`src/rtl/cpu_pkg.sv`:
```
// Shared definitions for the MiniCPU fetch path.
//   pc_action_e    : the single action the PC register performs in a cycle
//   ADDR_W_DEFAULT : default width of the PC and of all instruction addresses
package cpu_pkg;

    localparam int ADDR_W_DEFAULT = 8;

    typedef enum logic [2:0] {
        ACT_HOLD,
        ACT_INC,
        ACT_JMP,
        ACT_CALL,
        ACT_RET
    } pc_action_e;

endpackage

```
`src/rtl/fetch_pc_unit_if.sv`:
```
// Fetch-control bus between the redirect source (ALU/branch logic) and the
// PC unit.
//   master : drives stall/jmp/call/ret/target/clr_err, observes PC and status
//   slave  : the PC unit; consumes the requests, drives pc, depth and flags
interface fetch_pc_unit_if
    import cpu_pkg::*;
#(
    parameter int ADDR_W      = ADDR_W_DEFAULT,
    parameter int STACK_DEPTH = 4
);
    localparam int DEPTH_W = $clog2(STACK_DEPTH + 1);

    logic               stall;
    logic               jmp;
    logic               call;
    logic               ret;
    logic [ADDR_W-1:0]  target;
    logic               clr_err;
    logic [ADDR_W-1:0]  pc;
    logic [DEPTH_W-1:0] depth;
    logic               stack_full;
    logic               stack_empty;
    logic               err_overflow;
    logic               err_underflow;

    modport master (
        output stall, jmp, call, ret, target, clr_err,
        input  pc, depth, stack_full, stack_empty, err_overflow, err_underflow
    );

    modport slave (
        input  stall, jmp, call, ret, target, clr_err,
        output pc, depth, stack_full, stack_empty, err_overflow, err_underflow
    );

endinterface

```
`src/rtl/fetch_pc_unit_ret_stack.sv`:
```
// ret_stack: return-address LIFO of STACK_DEPTH entries of ADDR_W bits.
//   clk, reset : clock, asynchronous active-high reset (clears depth only)
//   push, data : write data on top; ignored while full
//   pop        : discard the top entry; ignored while empty
//   top        : current top entry (meaningless while empty)
//   depth      : occupancy, 0..STACK_DEPTH
//   full/empty : decoded combinationally from depth
module ret_stack #(
    parameter int ADDR_W      = 8,
    parameter int STACK_DEPTH = 4,
    localparam int DEPTH_W    = $clog2(STACK_DEPTH + 1),
    localparam int IDX_W      = (STACK_DEPTH > 1) ? $clog2(STACK_DEPTH) : 1
) (
    input  logic               clk,
    input  logic               reset,
    input  logic               push,
    input  logic               pop,
    input  logic [ADDR_W-1:0]  data,
    output logic [ADDR_W-1:0]  top,
    output logic [DEPTH_W-1:0] depth,
    output logic               full,
    output logic               empty
);

    logic [ADDR_W-1:0] mem [STACK_DEPTH];

    logic do_push;
    logic do_pop;

    assign full    = (depth == DEPTH_W'(STACK_DEPTH));
    assign empty   = (depth == '0);
    assign do_push = push && !full;
    assign do_pop  = pop && !empty;

    // Entry 0 is returned while empty; the caller never uses it then.
    assign top = empty ? mem[0] : mem[IDX_W'(depth - DEPTH_W'(1))];

    // NOTE: sequential state uses non-blocking assignments so every register
    // samples pre-edge values, independent of block ordering.
    always_ff @(posedge clk or posedge reset) begin
        if (reset) begin
            depth <= '0;
        end else if (do_push) begin
            depth <= depth + DEPTH_W'(1);
        end else if (do_pop) begin
            depth <= depth - DEPTH_W'(1);
        end
    end

    // NOTE: the storage array has no reset; only depth is reset, and entries
    // at or above depth are never read, so stale contents are harmless and
    // the array can map onto plain flops or a register file.
    always_ff @(posedge clk) begin
        if (do_push) begin
            mem[IDX_W'(depth)] <= data;
        end
    end

endmodule

```
`src/rtl/fetch_pc_unit.sv`:
```
// fetch_pc_unit: program counter and fetch control for MiniCPU.
//   clk, reset : rising-edge clock, asynchronous active-high reset
//   bus        : fetch_pc_unit_if slave modport
//                in : stall, jmp, call, ret, target, clr_err
//                out: pc, depth, stack_full, stack_empty,
//                     err_overflow, err_underflow (sticky)
// One action per cycle, priority stall > ret > call > jmp > increment.
module fetch_pc_unit
    import cpu_pkg::*;
#(
    parameter int              ADDR_W      = ADDR_W_DEFAULT,
    parameter int              STACK_DEPTH = 4,
    parameter logic [ADDR_W-1:0] RESET_ADDR  = '0
) (
    input  logic            clk,
    input  logic            reset,
    fetch_pc_unit_if.slave  bus
);

    localparam int DEPTH_W = $clog2(STACK_DEPTH + 1);

    pc_action_e         action;
    logic [ADDR_W-1:0]  pc_q;
    logic [ADDR_W-1:0]  pc_inc;
    logic [ADDR_W-1:0]  pc_next;
    logic [ADDR_W-1:0]  stack_top;
    logic [DEPTH_W-1:0] stack_depth;
    logic               stack_full;
    logic               stack_empty;
    logic               ovf_q;
    logic               unf_q;
    logic               ovf_set;
    logic               unf_set;

    // Wraps modulo 2^ADDR_W with no flag.
    assign pc_inc = pc_q + ADDR_W'(1);

    // NOTE: every signal written in this block gets a default first, so no
    // path leaves it unassigned and no latch is inferred.
    always_comb begin
        action = ACT_INC;
        if (bus.stall) begin
            action = ACT_HOLD;
        end else if (bus.ret) begin
            action = ACT_RET;
        end else if (bus.call) begin
            action = ACT_CALL;
        end else if (bus.jmp) begin
            action = ACT_JMP;
        end
    end

    always_comb begin
        pc_next = pc_inc;
        unique case (action)
            ACT_HOLD: pc_next = pc_q;
            ACT_INC:  pc_next = pc_inc;
            ACT_JMP:  pc_next = bus.target;
            ACT_CALL: pc_next = bus.target;
            // An empty-stack return degrades to a plain increment.
            ACT_RET:  pc_next = stack_empty ? pc_inc : stack_top;
            default:  pc_next = pc_inc;
        endcase
    end

    assign ovf_set = (action == ACT_CALL) && stack_full;
    assign unf_set = (action == ACT_RET)  && stack_empty;

    // The stack itself drops a push when full and a pop when empty.
    ret_stack #(
        .ADDR_W      (ADDR_W),
        .STACK_DEPTH (STACK_DEPTH)
    ) u_ret_stack (
        .clk   (clk),
        .reset (reset),
        .push  (action == ACT_CALL),
        .pop   (action == ACT_RET),
        .data  (pc_inc),
        .top   (stack_top),
        .depth (stack_depth),
        .full  (stack_full),
        .empty (stack_empty)
    );

    always_ff @(posedge clk or posedge reset) begin
        if (reset) begin
            pc_q <= RESET_ADDR;
        end else begin
            pc_q <= pc_next;
        end
    end

    // Set-dominant sticky flags; clr_err acts even while stalled.
    always_ff @(posedge clk or posedge reset) begin
        if (reset) begin
            ovf_q <= 1'b0;
            unf_q <= 1'b0;
        end else begin
            ovf_q <= ovf_set || (ovf_q && !bus.clr_err);
            unf_q <= unf_set || (unf_q && !bus.clr_err);
        end
    end

    assign bus.pc            = pc_q;
    assign bus.depth         = stack_depth;
    assign bus.stack_full    = stack_full;
    assign bus.stack_empty   = stack_empty;
    assign bus.err_overflow  = ovf_q;
    assign bus.err_underflow = unf_q;

endmodule
```
`src/flat_wrapper.sv`:
```
// flat-port wrapper written by rule: the top's interface ports become plain ports
module fetch_pc_unit_flat import cpu_pkg::*;
#(
    parameter int              ADDR_W      = ADDR_W_DEFAULT,
    parameter int              STACK_DEPTH = 4,
    parameter logic [ADDR_W-1:0] RESET_ADDR  = '0
)
  (clk, reset, bus_stall, bus_jmp, bus_call, bus_ret, bus_target, bus_clr_err, bus_pc, bus_depth, bus_stack_full, bus_stack_empty, bus_err_overflow, bus_err_underflow);
  fetch_pc_unit_if #(.ADDR_W(ADDR_W), .STACK_DEPTH(STACK_DEPTH)) bus_i ();
  input  logic clk;
  input  logic reset;
  input wire logic [$bits(bus_i.stall)-1:0] bus_stall;
  input wire logic [$bits(bus_i.jmp)-1:0] bus_jmp;
  input wire logic [$bits(bus_i.call)-1:0] bus_call;
  input wire logic [$bits(bus_i.ret)-1:0] bus_ret;
  input wire logic [$bits(bus_i.target)-1:0] bus_target;
  input wire logic [$bits(bus_i.clr_err)-1:0] bus_clr_err;
  output wire logic [$bits(bus_i.pc)-1:0] bus_pc;
  output wire logic [$bits(bus_i.depth)-1:0] bus_depth;
  output wire logic [$bits(bus_i.stack_full)-1:0] bus_stack_full;
  output wire logic [$bits(bus_i.stack_empty)-1:0] bus_stack_empty;
  output wire logic [$bits(bus_i.err_overflow)-1:0] bus_err_overflow;
  output wire logic [$bits(bus_i.err_underflow)-1:0] bus_err_underflow;
  assign bus_i.stall = bus_stall;
  assign bus_i.jmp = bus_jmp;
  assign bus_i.call = bus_call;
  assign bus_i.ret = bus_ret;
  assign bus_i.target = bus_target;
  assign bus_i.clr_err = bus_clr_err;
  assign bus_pc = bus_i.pc;
  assign bus_depth = bus_i.depth;
  assign bus_stack_full = bus_i.stack_full;
  assign bus_stack_empty = bus_i.stack_empty;
  assign bus_err_overflow = bus_i.err_overflow;
  assign bus_err_underflow = bus_i.err_underflow;
  fetch_pc_unit #(.ADDR_W(ADDR_W), .STACK_DEPTH(STACK_DEPTH), .RESET_ADDR(RESET_ADDR)) u_core (.clk(clk), .reset(reset), .bus(bus_i));
endmodule
```
`config.mk`:
```
export PLATFORM = sky130hd
export DESIGN_NAME = fetch_pc_unit_flat
export DESIGN_NICKNAME = d
export VERILOG_FILES = /design/src/rtl/cpu_pkg.sv /design/src/rtl/fetch_pc_unit_if.sv /design/src/rtl/fetch_pc_unit_ret_stack.sv /design/src/rtl/fetch_pc_unit.sv /design/src/flat_wrapper.sv
export SDC_FILE = /design/constraint.sdc
export NUM_CORES = 1
export LEC_CHECK = 0
export CORE_MARGIN = 5
export CORE_UTILIZATION = 35
export CTS_CLUSTER_SIZE = 40
export DETAILED_ROUTE_END_ITERATION = 12
export MAX_ROUTING_LAYER = met4
export SKIP_LAST_GASP = 1
export SLEW_MARGIN = 0
export SYNTH_ARGS = -nofsm -noshare
export SYNTH_HDL_FRONTEND = slang
export SYNTH_SLANG_ARGS = --single-unit
```
`constraint.sdc`:
```
create_clock -name clk -period 3.8 [get_ports clk]
set_input_delay 0.95 -clock clk [delete_from_list [all_inputs] [get_ports clk]]
set_output_delay 0.95 -clock clk [all_outputs]
set_load 0.005 [all_outputs]
```
# == After elaboration in Yosys (flattened, before gate mapping) ==
# Memories as Yosys holds them, arrays and structs flattened.
# Cells that the tools add are included.
# op_classes
n_addsub,3
reduce_logical,15
eq_ne,4
n_mux,10
# ops
operator,count
8-bit one-hot mux with 3 select lines,1
3-bit 2-to-1 mux,5
"8-bit by 1-bit adder with 8-bit output, second input constant",1
8-bit 2-to-1 mux,1
"3-bit by 2-bit equality test with 1-bit output, second input constant",2
"3-bit equality test, second input constant",2
1-bit logical AND,6
3-bit zero test,2
"3-bit by 1-bit adder with 3-bit output, second input constant",1
1-bit zero test,3
"3-bit by 1-bit subtractor with 3-bit output, second input constant",1
1-bit logical OR,2
1-bit 2-to-1 mux,2
2-bit 2-to-1 mux,1
2-bit nonzero test,1
2-bit OR reduction,1
# totals
out_inout_bits,15
word_cells,37
mem_bits_rw,32
inputBits,15
register_bits,13
n_memories,1
# memory_table
memory,depth,width,read_ports,rd_clocked_by_memory_dff,write_ports,line,source
u_core.u_ret_stack.mem,4,8,1,0,1,fetch_pc_unit_ret_stack.sv:25,logic [ADDR_W-1:0] mem [STACK_DEPTH];

# == Depth between registers and ports, before layout ==
# Gate-level depths: netlist of run 1.
# logic_depth
depth_word,8
ltp_mapped,9
depth_no_buf,7

# == Modules after synthesis ==
# A second synthesis of run 1 with hierarchy kept.
# hier_totals
cells_unflattened,179
hier_area_um2,2287.2
# by_module_without_submodules
module,cells_each,seq_area_each_um2,area_per_inst_um2,n_inst
ret_stack,102,1036.0,1584.0,1
fetch_pc_unit,77,250.2,703.2,1

# == Worst setup path before layout of run 1 ==
# OpenSTA, ideal clock, no wires.
# synth_timing
path_kind,input -> register
startpoint,input bus_ret
endpoint,"memory u_core.u_ret_stack.mem[3][0], enable pin"
stages,3
setup_time_ps,332
required_time_ps,3468
arrival_time_ps,1889
setup_slack_ps,1579
path_buffers,0
path_cell_list,or3b_1 -> a21oi_1 -> and2_1
# synth_between
elab_chain_len,6
# synth_lines
element,line,source
start: declaration,flat_wrapper.sv:15,input wire logic [$bits(bus_i.ret)-1:0] bus_ret;
3-bit 2-to-1 mux,fetch_pc_unit.sv:44,end else if (bus.ret) begin
3-bit 2-to-1 mux,fetch_pc_unit.sv:42,if (bus.stall) begin
3-bit by 2-bit equality test with 1-bit output,fetch_pc_unit.sv:76,".push (action == ACT_CALL),"
1-bit logical AND,fetch_pc_unit_ret_stack.sv:32,assign do_push = push && !full;
1-bit 2-to-1 mux,fetch_pc_unit_ret_stack.sv:54,if (do_push) begin
1-bit 2-to-1 mux (implied by the code),fetch_pc_unit_ret_stack.sv:55,mem[IDX_W'(depth)] <= data;
end: declaration,fetch_pc_unit_ret_stack.sv:25,
# Every way passes these cells.

# == Worst setup path after layout of run 1 ==
# layout_timing
startpoint,register u_core.u_ret_stack.depth[0]
endpoint,output bus_stack_empty
# layout_between
elab_chain_len,1
# layout_lines
element,line,source
start: declaration,fetch_pc_unit_ret_stack.sv:20,"output logic [DEPTH_W-1:0] depth,"
start signal: assignment,fetch_pc_unit_ret_stack.sv:44,depth <= depth + DEPTH_W'(1);
start signal: assignment,fetch_pc_unit_ret_stack.sv:46,depth <= depth - DEPTH_W'(1);
3-bit zero test,fetch_pc_unit_ret_stack.sv:31,assign empty = (depth == '0);
end: declaration,flat_wrapper.sv:21,output wire logic [$bits(bus_i.stack_empty)-1:0] bus_stack_empty;
# Every way passes these cells.

==> key figures, run 1 <==
Critical path
  • Instance count on the critical path: 6
  • Family with the most delay on the worst path: buffers and inverters
  • Critical Path, Cell by Cell: buf_4 -> inv_1 -> ha_1 -> nand2b_2 -> inv_2 -> clkdlybuf4s50_1
  • Reg-to-Reg End: u_core.u_ret_stack.depth[2]$_DFFE_PP0P_
  • Max incr delay on CP: 500 ps
  • RR Startpoint: u_core.u_ret_stack.depth[0]$_DFFE_PP0P_
  • Crit path required time: 2850 ps
  • Max FO, Critical Path: 13
  • Worst path bufs/invs: 4
  • Worst path arrival time: approximately 1900 ps
  • Cell depth of the worst flop-to-flop path: 8
  • CP Launch Type: flop
  • Crit-path slowest cell: clkdlybuf4s50_1
  • Reg2Reg Setup Slack: between 1500 and 2000 ps
  • CP Capture Type: output pin
  • Worst setup path class: flop to output pin

Synthesis
  • Syn_area_per_cell: 14.2 µm²
  • Post-synthesis sequential area ratio: 61.7%
  • Yosys cell types: 38
  • Post-Synth Adder-Cell Area: 3.60%
  • Post-Synthesis Cells: between 100 and 150
  • Main combinational cell family by area after synthesis: compound AO/OA/AOI/OAI gates
  • Syn Nets: 168
  • Synth Area in XOR/XNOR: approximately 2.5%
  • Compound-Gate Fraction of Synth Area: 10.2%
  • Mux share of post-synthesis cell area: a little over 10%
  • Number of flops mapped to enable cells by yosys: 32
  • Synth Flop Type: edfxtp_1
  • YS warnings: 0
  • Yosys reg bits: 45
  • Post-Synth Simple-Gate Area: 8.10%
  • Mapped Area: 2090 µm²
  • Asr flop ratio synth: between 20% and 30%

CTS
  • Hold buffers post-CTS: 0
  • CTS sink cnt: 45
  • Clk root buf: clkbuf_8
  • Max H-tree Level: 2
  • Clk buf depth: 2
  • Worst skew pair latency: 300 ps
  • # resized after CTS: 0
  • CTS tree: yes
  • CTS buffer count: 5
  • Post-CTS Setup Repair Bufs: 0
  • Clock transition at path regs: 90 ps

Timing
  • RSZ-0062 raised after global routing: false
  • Least-Margin Pin Slew: 786 ps
  • # setup viols final: 0
  • Final worst-path cycle share: between 70 and 80%
  • Tmin final: around 2800 ps
  • Final Hold Viols: 0
  • Sum Neg Setup Slack: 0 ps
  • Slew HR: 47.4%
  • Max Fclk: 353 MHz
  • Pins Over Slew Limit: 0
  • Fin Clk Skew: 8.91 ps

Finish
  • Most common cell after layout, fill and taps aside: edfxtp_1
  • # diodes: 0
  • Area growth, synth to finish: 22.1%
  • Share of post-route cells with drive strength above 1: 8.84%
  • Nets@finish: between 200 and 250
  • Commonest cells after routing, fill and taps aside: edfxtp_1, clkdlybuf4s50_1, dfrtp_1, inv_1, nor2_1

Pwr
  • Max VDD drop: 0.232 mV
  • Total power: 1730 µW
  • P per Cell Area: just under 700 nW/µm²
  • Leakage: 0.000920 µW

Min path
  • Hold Path Sink: u_core.bus.err_overflow$_DFF_PP0_
  • Hold crit path type: flop to flop
  • Hold Crit Depth: 2
  • HP Start: u_core.bus.err_overflow$_DFF_PP0_

Place
  • Gp weighted congestion: 0.799
  • Post-DP HPWL: 3.30 mm
  • IO buf count: 29

Global routing
  • Antenna violations before repair: 0
  • Vias in the first global route: 1394
  • All-Layer GR Usage: 12.6%
  • Largest net degree at the start of global routing: 16
  • First-pass GRT wire length: 6.98 mm
  • GR Overflow Total: 0

Run status
  • Status: completed

Route
  • Routed vias: ~1300
  • Total wire length: 4.28 mm
  • DRC errors left: 0
  • Number of DRC markers in iteration 0: 56
  • ANT nets after route: 0
  • Vias/cell: around 5.2
  • Drt first pass iters: 4
  • DR WL/cell: 16.7 µm

Floorplanning
  • Die height: between 80 and 90 µm
  • Core Area: 5850 µm²
  • Die area: around 7600 µm²
  • I/O pin total: 30
  • Cell Rows: 28
  • Die width: 87.2 µm
  • Initial Utilization: 35.7%

Job
  • Max_cap viols: 0
[worst max-delay path by stage]
| stage | start | slack [ps] | endpoint |
|---|---|---|---|
| after CTS | u_core.u_ret_stack.depth[0]$_DFFE_PP0P_ | 940 | bus_stack_full |
| final | u_core.u_ret_stack.depth[0]$_DFFE_PP0P_ | 970 | bus_stack_empty |
| after global placement | bus_ret | 880 | u_core.u_ret_stack.mem[2][7]$_DFFE_PP_ |
| after global routing | u_core.u_ret_stack.depth[0]$_DFFE_PP0P_ | 840 | bus_stack_empty |
| after detailed placement | bus_ret | 820 | u_core.u_ret_stack.mem[3][7]$_DFFE_PP_ |
| after floorplan | bus_ret | 1580 | u_core.u_ret_stack.mem[3][0]$_DFFE_PP_ |
[synth_stat cells, types with 2 or more instances]
cell       count  area (µm²)
clkbuf_1       2        7.51
a221oi_1       3        26.3
ha_1           6        75.1
a21oi_1        4        20.0
mux4_1         6         158
o21a_1         2        15.0
buf_2          2        10.0
nor3_1         5        25.0
nor2_1         7        26.3
xnor2_1        5        43.8
or2_2          2        12.5
mux4_2         2        45.0
nand2_1        6        22.5
a2bb2oi_1      3        26.3
inv_1         12        45.0
and2_1         3        18.8
edfxtp_1      32         961
o21ai_0        4        20.0
o22ai_1        3        18.8
a22oi_1        5        37.5
nand3_1        4        20.0
dfrtp_1       13         325
[worst reg2reg max path, stage by stage (launching register included)]
cell and delay [ps]:
dfrtp_1 340, buf_4 220, inv_1 110, ha_1 250, nand2b_2 110, inv_2 60, nor2_1 610, a22oi_1 230
xnor2_1 170
[kinds of logic after synthesis]
kind of cell / after synthesis
flip-flops: 45
AND/OR/NAND/NOR: 33
AO/OA/AOI/OAI: 30
buffers and inverters: 18
multiplexers: 9
XOR/XNOR: 6
adder cells (fa/ha/maj): 6
[final cells by class]
class / instances / area [µm²]
Clock inverter: 3 / 22.5
Sequential cell: 45 / 1290
Tap cell: 75 / 93.8
Inverter: 13 / 48.8
Timing Repair Buffer: 31 / 305
Multi-Input combinational cell: 84 / 722
Fill cell: 512 / 3300
Clock buffer: 5 / 68.8
[power breakdown]
part           leakage [µW]  internal, µW  switching [µW]  total [µW]
Clock             0.0000364           129             158         287
Combinational      0.000446           351             336         687
Sequential         0.000438           675            85.8         761
[metrics by stage]
step | setup slack (ps) | utilization (%) | instances | hold WS, ps | instance area (µm²)
finish | 970 | 43.5 | 256 | 548 | 2550
global route | 839 | 43.5 | 256 | 572 | 2550
CTS | 939 | 43.5 | 256 | 551 | 2550
detailed placement | 820 | 42.0 | 248 | 538 | 2460
global placement | 878 | 42.0 | 248 | 524 | 2460
floorplan | 1580 | - | 147 | 518 | 2090
[flip-flops by register name (all words and copies together) (netlist names)]
| signal | count |
|---|---|
| u_core.u_ret_stack.depth | 3 |
| u_core.u_ret_stack.mem | 32 |
| u_core.bus.err_overflow | 1 |
| u_core.bus.pc | 8 |
| u_core.bus.err_underflow | 1 |
[metal layers]
| layer | track usage (%) | vias up | part of all wire [%] |
|---|---|---|---|
| li1 | - | 629 | - |
| met1 | 15.2 | 659 | 44 |
| met2 | 20.0 | 43 | 47 |
| met3 | 3.31 | 5 | 6.7 |
| met4 | 5.02 | 0 | 1.7 |
| met5 | - | - | 0 |
Power figures use the tool's default switching activity.
==> inputs of run 2 (changes only) <==
clock period = 2.4 ns   (was 3.8 ns; I/O delays follow)
==> key figures, run 2 (synthesis results as in run 1) <==
Run status
  • Status: completed

Pwr
  • Max VDD drop: approximately 0.43 mV
  • Total power: around 2800 µW
  • P per Cell Area: 1050 nW/µm²
  • Leakage: 0.00102 µW

Route
  • Total wire length: between 4 and 5 mm
  • Drt first pass iters: 4
  • Vias/cell: 5.17
  • DR WL/cell: 17.3 µm
  • Routed vias: 1390
  • Number of DRC markers in iteration 0: 83
  • DRC errors left: 0
  • ANT nets after route: 0

Finish
  • Share of post-route cells with drive strength above 1: 16.0%
  • # diodes: 0
  • Nets@finish: roughly 210
  • Most common cell after layout, fill and taps aside: edfxtp_1
  • Area growth, synth to finish: 28.7%
  • Design Area, Final: 2680 µm²
  • # fillers: about 490
  • Commonest cells after routing, fill and taps aside: edfxtp_1, clkdlybuf4s50_1, buf_4, dfrtp_1, inv_1
  • Max reg flops: 32
  • Most flops, register: u_core.u_ret_stack.mem

CTS
  • Max H-tree Level: 2
  • CTS tree: yes
  • Worst skew pair latency: between 200 and 300 ps
  • Clk buf depth: 2
  • Clk root buf: clkbuf_8
  • Clock transition at path regs: around 80 ps
  • CTS sink cnt: 45
  • CTS buffer count: 5

Global routing
  • Antenna violations before repair: 0
  • GR Overflow Total: 0
  • All-Layer GR Usage: 13.3%
  • First-pass GRT wire length: 7.50 mm
  • Largest net degree at the start of global routing: 15
  • Vias in the first global route: 1459

Critical path
  • Worst setup path class: flop to output pin
  • Critical Path, Cell by Cell: inv_2 -> ha_2 -> nand2_1 -> inv_1 -> clkdlybuf4s50_1
  • CP Capture Type: output pin
  • Worst path arrival time: 1680 ps
  • CP Launch Type: flop
  • Crit path required time: 1800 ps
  • Max FO, Critical Path: 5
  • Worst path bufs/invs: 3
  • Max incr delay on CP: between 400 and 500 ps
  • Family with the most delay on the worst path: buffers and inverters
  • Crit-path slowest cell: clkdlybuf4s50_1

Floorplanning
  • Cell Rows: 28
  • Core Area: approximately 6000 µm²
  • Die height: 87.2 µm
  • Initial Utilization: 35.7%
  • I/O pin total: 30
  • Die area: around 7600 µm²
  • Die width: 87.2 µm

Timing
  • Sum Neg Setup Slack: 0 ps
  • Final worst-path cycle share: 94.9%
  • Hold Slack: about 550 ps
  • # setup viols final: 0
  • Final Hold Viols: 0
  • Least-Margin Pin Slew: 772 ps
  • Worst Slack Setup Final: 121 ps
  • Fin Clk Skew: 6.04 ps
  • Tmin final: 2280 ps
  • Max Fclk: 439 MHz
  • Pins Over Slew Limit: 0
  • RSZ-0062 raised after global routing: false
  • Slew HR: between 40% and 50%

Place
  • IO buf count: 29
  • Post-DP HPWL: ~3.3 mm
  • Cell Area, Placed: 2570 µm²
  • DP Worst Slack: -80.4 ps
  • Gp weighted congestion: 0.822

Min path
  • Hold crit path type: flop to flop

Job
  • Max_cap viols: 0
-- run 2: changes by cell type in the layout (fill, tap and decap cells not counted), sizes merged --
cell	change
dlymetal6s2s	+1
clkinvlp	-3
buf	+13
clkinv	+3
clkdlybuf4s50	-1
-- run 2: path summary, 6_finish.rpt --
kind                                                    startpoint                                       to  slack, ps  cells after the start
min                             u_core.bus.err_underflow$_DFF_PP0_       u_core.bus.err_underflow$_DFF_PP0_        550                      2
max                        u_core.u_ret_stack.depth[1]$_DFFE_PP0P_                           bus_stack_full        120                      5
min reg2reg                     u_core.bus.err_underflow$_DFF_PP0_       u_core.bus.err_underflow$_DFF_PP0_        550                      2
min in group asynchronous                                    reset             u_core.bus.pc[4]$_DFFE_PP0P_        650                      2
max in group asynchronous                                    reset  u_core.u_ret_stack.depth[1]$_DFFE_PP0P_       1370                      2
max reg2reg                u_core.u_ret_stack.depth[1]$_DFFE_PP0P_  u_core.u_ret_stack.depth[2]$_DFFE_PP0P_        460                      7
-- run 2: stage by stage --
step                util (%)  instances
floorplan                  -        147
global placement        43.9        258
detailed placement      43.9        258
CTS                     45.4        266
global route            45.9        269
finish                  45.9        269
-- run 2: layout make-up --
class	instances	area, µm²	area share (%)
clock buffers	5	68.8	2.56
repair buffers	44	443	16.5
multi-input cells	84	724	27.0
flip-flops and latches	45	1290	48.0
inverters	13	48.8	1.82
clock inverters	3	17.5	0.653
well taps	75	93.8	3.50
-- run 2: power breakdown --
group / switching (µW) / leakage, µW / internal [µW]
combinational: 559 / 0.000532 / 608
clock: 244 / 0.0000455 / 201
sequential: 141 / 0.000437 / 1070
-- run 2: per-layer routing --
metal	up-vias	share of wire, %	global-route usage [%]
met3	4	5.7	3.22
met5	-	0	-
met2	44	49	21.3
li1	658	-	-
met1	684	44	16.5
met4	0	1.2	4.46
-- run 2: tightest hold or removal path: cells and delay by family, from the launching register on --
kind            cells  cell delay [ps]
buf+inv             1               50
compound gates      1               70
flops               1              390
-- run 2: what timing repair did --
action / 4_1_cts / 5_1_grt
hold buffers: 0 / 0
setup buffers: 0 / 3
resized for setup: 1 / 3
setup endpoints to repair: 2 / 2
gates cloned: 0 / 0
==> inputs of run 3 (changes only) <==
DONT_BUFFER_PORTS = 1   (was not set)
==> key figures, run 3 (synthesis results as in run 1) <==
Timing
  • Max Fclk: 508 MHz
  • Least-Margin Pin Slew: 512 ps
  • Final Hold Viols: 0
  • Worst Slack Setup Final: about 430 ps
  • Pins Over Slew Limit: 0
  • RSZ-0062 raised after global routing: false
  • Hold Slack: roughly 200 ps
  • Slew HR: about two thirds
  • Tmin final: 1970 ps
  • Sum Neg Setup Slack: 0 ps
  • Final worst-path cycle share: 82.1%
  • # setup viols final: 0
  • Fin Clk Skew: 6.10 ps

Route
  • Routed vias: 1256
  • Met2 WL: approximately 2 mm
  • Max layer used: met4
  • Vias/cell: 5.51
  • Number of DRC markers in iteration 0: 87
  • Drt first pass iters: 4
  • ANT nets after route: 0
  • DR WL/cell: 18.7 µm
  • Total wire length: around 4.3 mm
  • DRT met1 WL: 1.85 mm
  • DR WL met3: 347 µm
  • DRC errors left: 0

Place
  • Post-Place Cells: 220
  • Post-DP HPWL: approximately 3.2 mm
  • Gp weighted congestion: 0.820
  • IO buf count: 0
  • DP Worst Slack: 308 ps

Critical path
  • Max FO, Critical Path: 10
  • Reg-to-Reg End: u_core.bus.pc[6]$_DFFE_PP0P_
  • Crit path launch: u_core.u_ret_stack.depth[1]$_DFFE_PP0P_
  • Cell depth of the worst flop-to-flop path: 5
  • CP Launch Type: flop
  • Crit-path slowest cell: ha_1
  • Crit path required time: 2570 ps
  • Critical Path, Cell by Cell: inv_1 -> ha_1 -> mux4_1 -> a221oi_1 -> a22oi_1
  • Worst path arrival time: between 2000 and 2500 ps
  • CP Capture Type: flop
  • Worst setup path class: flop to flop
  • End of the critical path: u_core.bus.pc[6]$_DFFE_PP0P_
  • Max incr delay on CP: 500 ps
  • RR Startpoint: u_core.u_ret_stack.depth[1]$_DFFE_PP0P_
  • Reg2Reg Setup Slack: 430 ps

Pwr
  • P per Cell Area: 1130 nW/µm²
  • Reg power frac: about half
  • Psw: 891 µW
  • Clock power share: 18.0%
  • Int Pwr: 1660 µW
  • Leakage: 0.000815 µW
  • Max VDD drop: 0.386 mV
  • Sw frac: a little over a third
  • Logic pwr share: 33.8%

CTS
  • Max H-tree Level: 2
  • Hold buffers post-CTS: 0
  • # resized after CTS: 0
  • CTS sink cnt: 45
  • CTS tree: yes
  • Clk root buf: clkbuf_8
  • Clock transition at path regs: 80 ps
  • Worst skew pair latency: ~300 ps
  • CTS buffer count: 5
  • Post-CTS Setup Repair Bufs: 0
  • Clk buf depth: 2

Global routing
  • Vias in the first global route: 1305
  • GR Overflow Total: 0
  • Antenna violations before repair: 0
  • All-Layer GR Usage: 12.4%
  • Largest net degree at the start of global routing: 17
  • First-pass GRT wire length: 6.84 mm

Floorplanning
  • I/O pin total: 30
  • Cell Rows: 28
  • Die height: 87.2 µm
  • Die width: 87.2 µm
  • Core Area: 5850 µm²
  • Die area: 7600 µm²
  • Initial Utilization: 35.7%

Min path
  • Hold crit path type: primary input to asynchronous set/reset pin

Finish
  • Post-layout util: 38.6%
  • Max reg flops: 32
  • # diodes: 0
  • Share of post-route cells with drive strength above 1: between 10% and 20%
  • Final Instance Count excl. Fillers: 228
  • Commonest cells after routing, fill and taps aside: edfxtp_1, dfrtp_1, inv_1, nor2_1
  • Most flops, register: u_core.u_ret_stack.mem
  • Nets@finish: 173
  • # fillers: 532
  • Most common cell after layout, fill and taps aside: edfxtp_1
  • Area growth, synth to finish: 8.40%

Run status
  • Status: completed

Job
  • Max_cap viols: 0
## run 3: cell types whose count changed in the layout (fill, tap and decap cells not counted), sizes merged
cell	previous run	this run
clkdlybuf4s50	28	0
clkinvlp	0	2
clkbuf	5	6
clkinv	3	0
buf	15	3
dlymetal6s2s	1	0
## run 3: worst min path at each step
stage | start | to | slack (ps)
final | reset | u_core.bus.pc[1]$_DFFE_PP0P_ | 200
after global routing | reset | u_core.bus.pc[3]$_DFFE_PP0P_ | 240
after CTS | reset | u_core.bus.pc[1]$_DFFE_PP0P_ | 210
after detailed placement | reset | u_core.bus.pc[1]$_DFFE_PP0P_ | 550
after global placement | reset | u_core.bus.pc[5]$_DFFE_PP0P_ | 540
after floorplan | reset | u_core.bus.err_overflow$_DFF_PP0_ | 480
## run 3: through the flow
stage	total power [µW]	area, µm²
final	2550	2260
after global routing	2720	2260
after CTS	2570	2260
after detailed placement	2110	2170
after global placement	2080	2170
after floorplan	1880	2090
## run 3: per-layer routing
| layer | up-vias | global-route usage, % |
|---|---|---|
| met1 | 619 | 15.7 |
| met5 | - | - |
| met4 | 0 | 5.86 |
| met2 | 55 | 18.5 |
| met3 | 9 | 3.50 |
| li1 | 573 | - |
## run 3: layout make-up
cell class | count | area, µm² | area share [%]
sequential | 45 | 1290 | 56.9
multi-input combinational | 84 | 722 | 31.9
tap | 75 | 93.8 | 4.15
clock buffer | 6 | 72.6 | 3.21
inverter | 13 | 48.8 | 2.16
timing repair buffer | 3 | 22.5 | 0.996
clock inverter | 2 | 15.0 | 0.664
## run 3: critical path, delay by kind of cell (launching register included)
family                   cells  cell delay [ps]
AO/OA/AOI/OAI                2              410
adder cells (fa/ha/maj)      1              500
buffers and inverters        1              110
flip-flops                   1              470
multiplexers                 1              350
## run 3: power by group through the flow
| stage | Clock [µW] | Combinational [µW] | Sequential [µW] |
|---|---|---|---|
| 2_1_floorplan | 0 | 695 | 1190 |
| 3_3_place_gp | 0 | 842 | 1240 |
| 3_5_place_dp | 0 | 856 | 1250 |
| 4_1_cts | 478 | 863 | 1230 |
| 5_1_grt | 517 | 946 | 1260 |
| 6_report | 458 | 860 | 1230 |
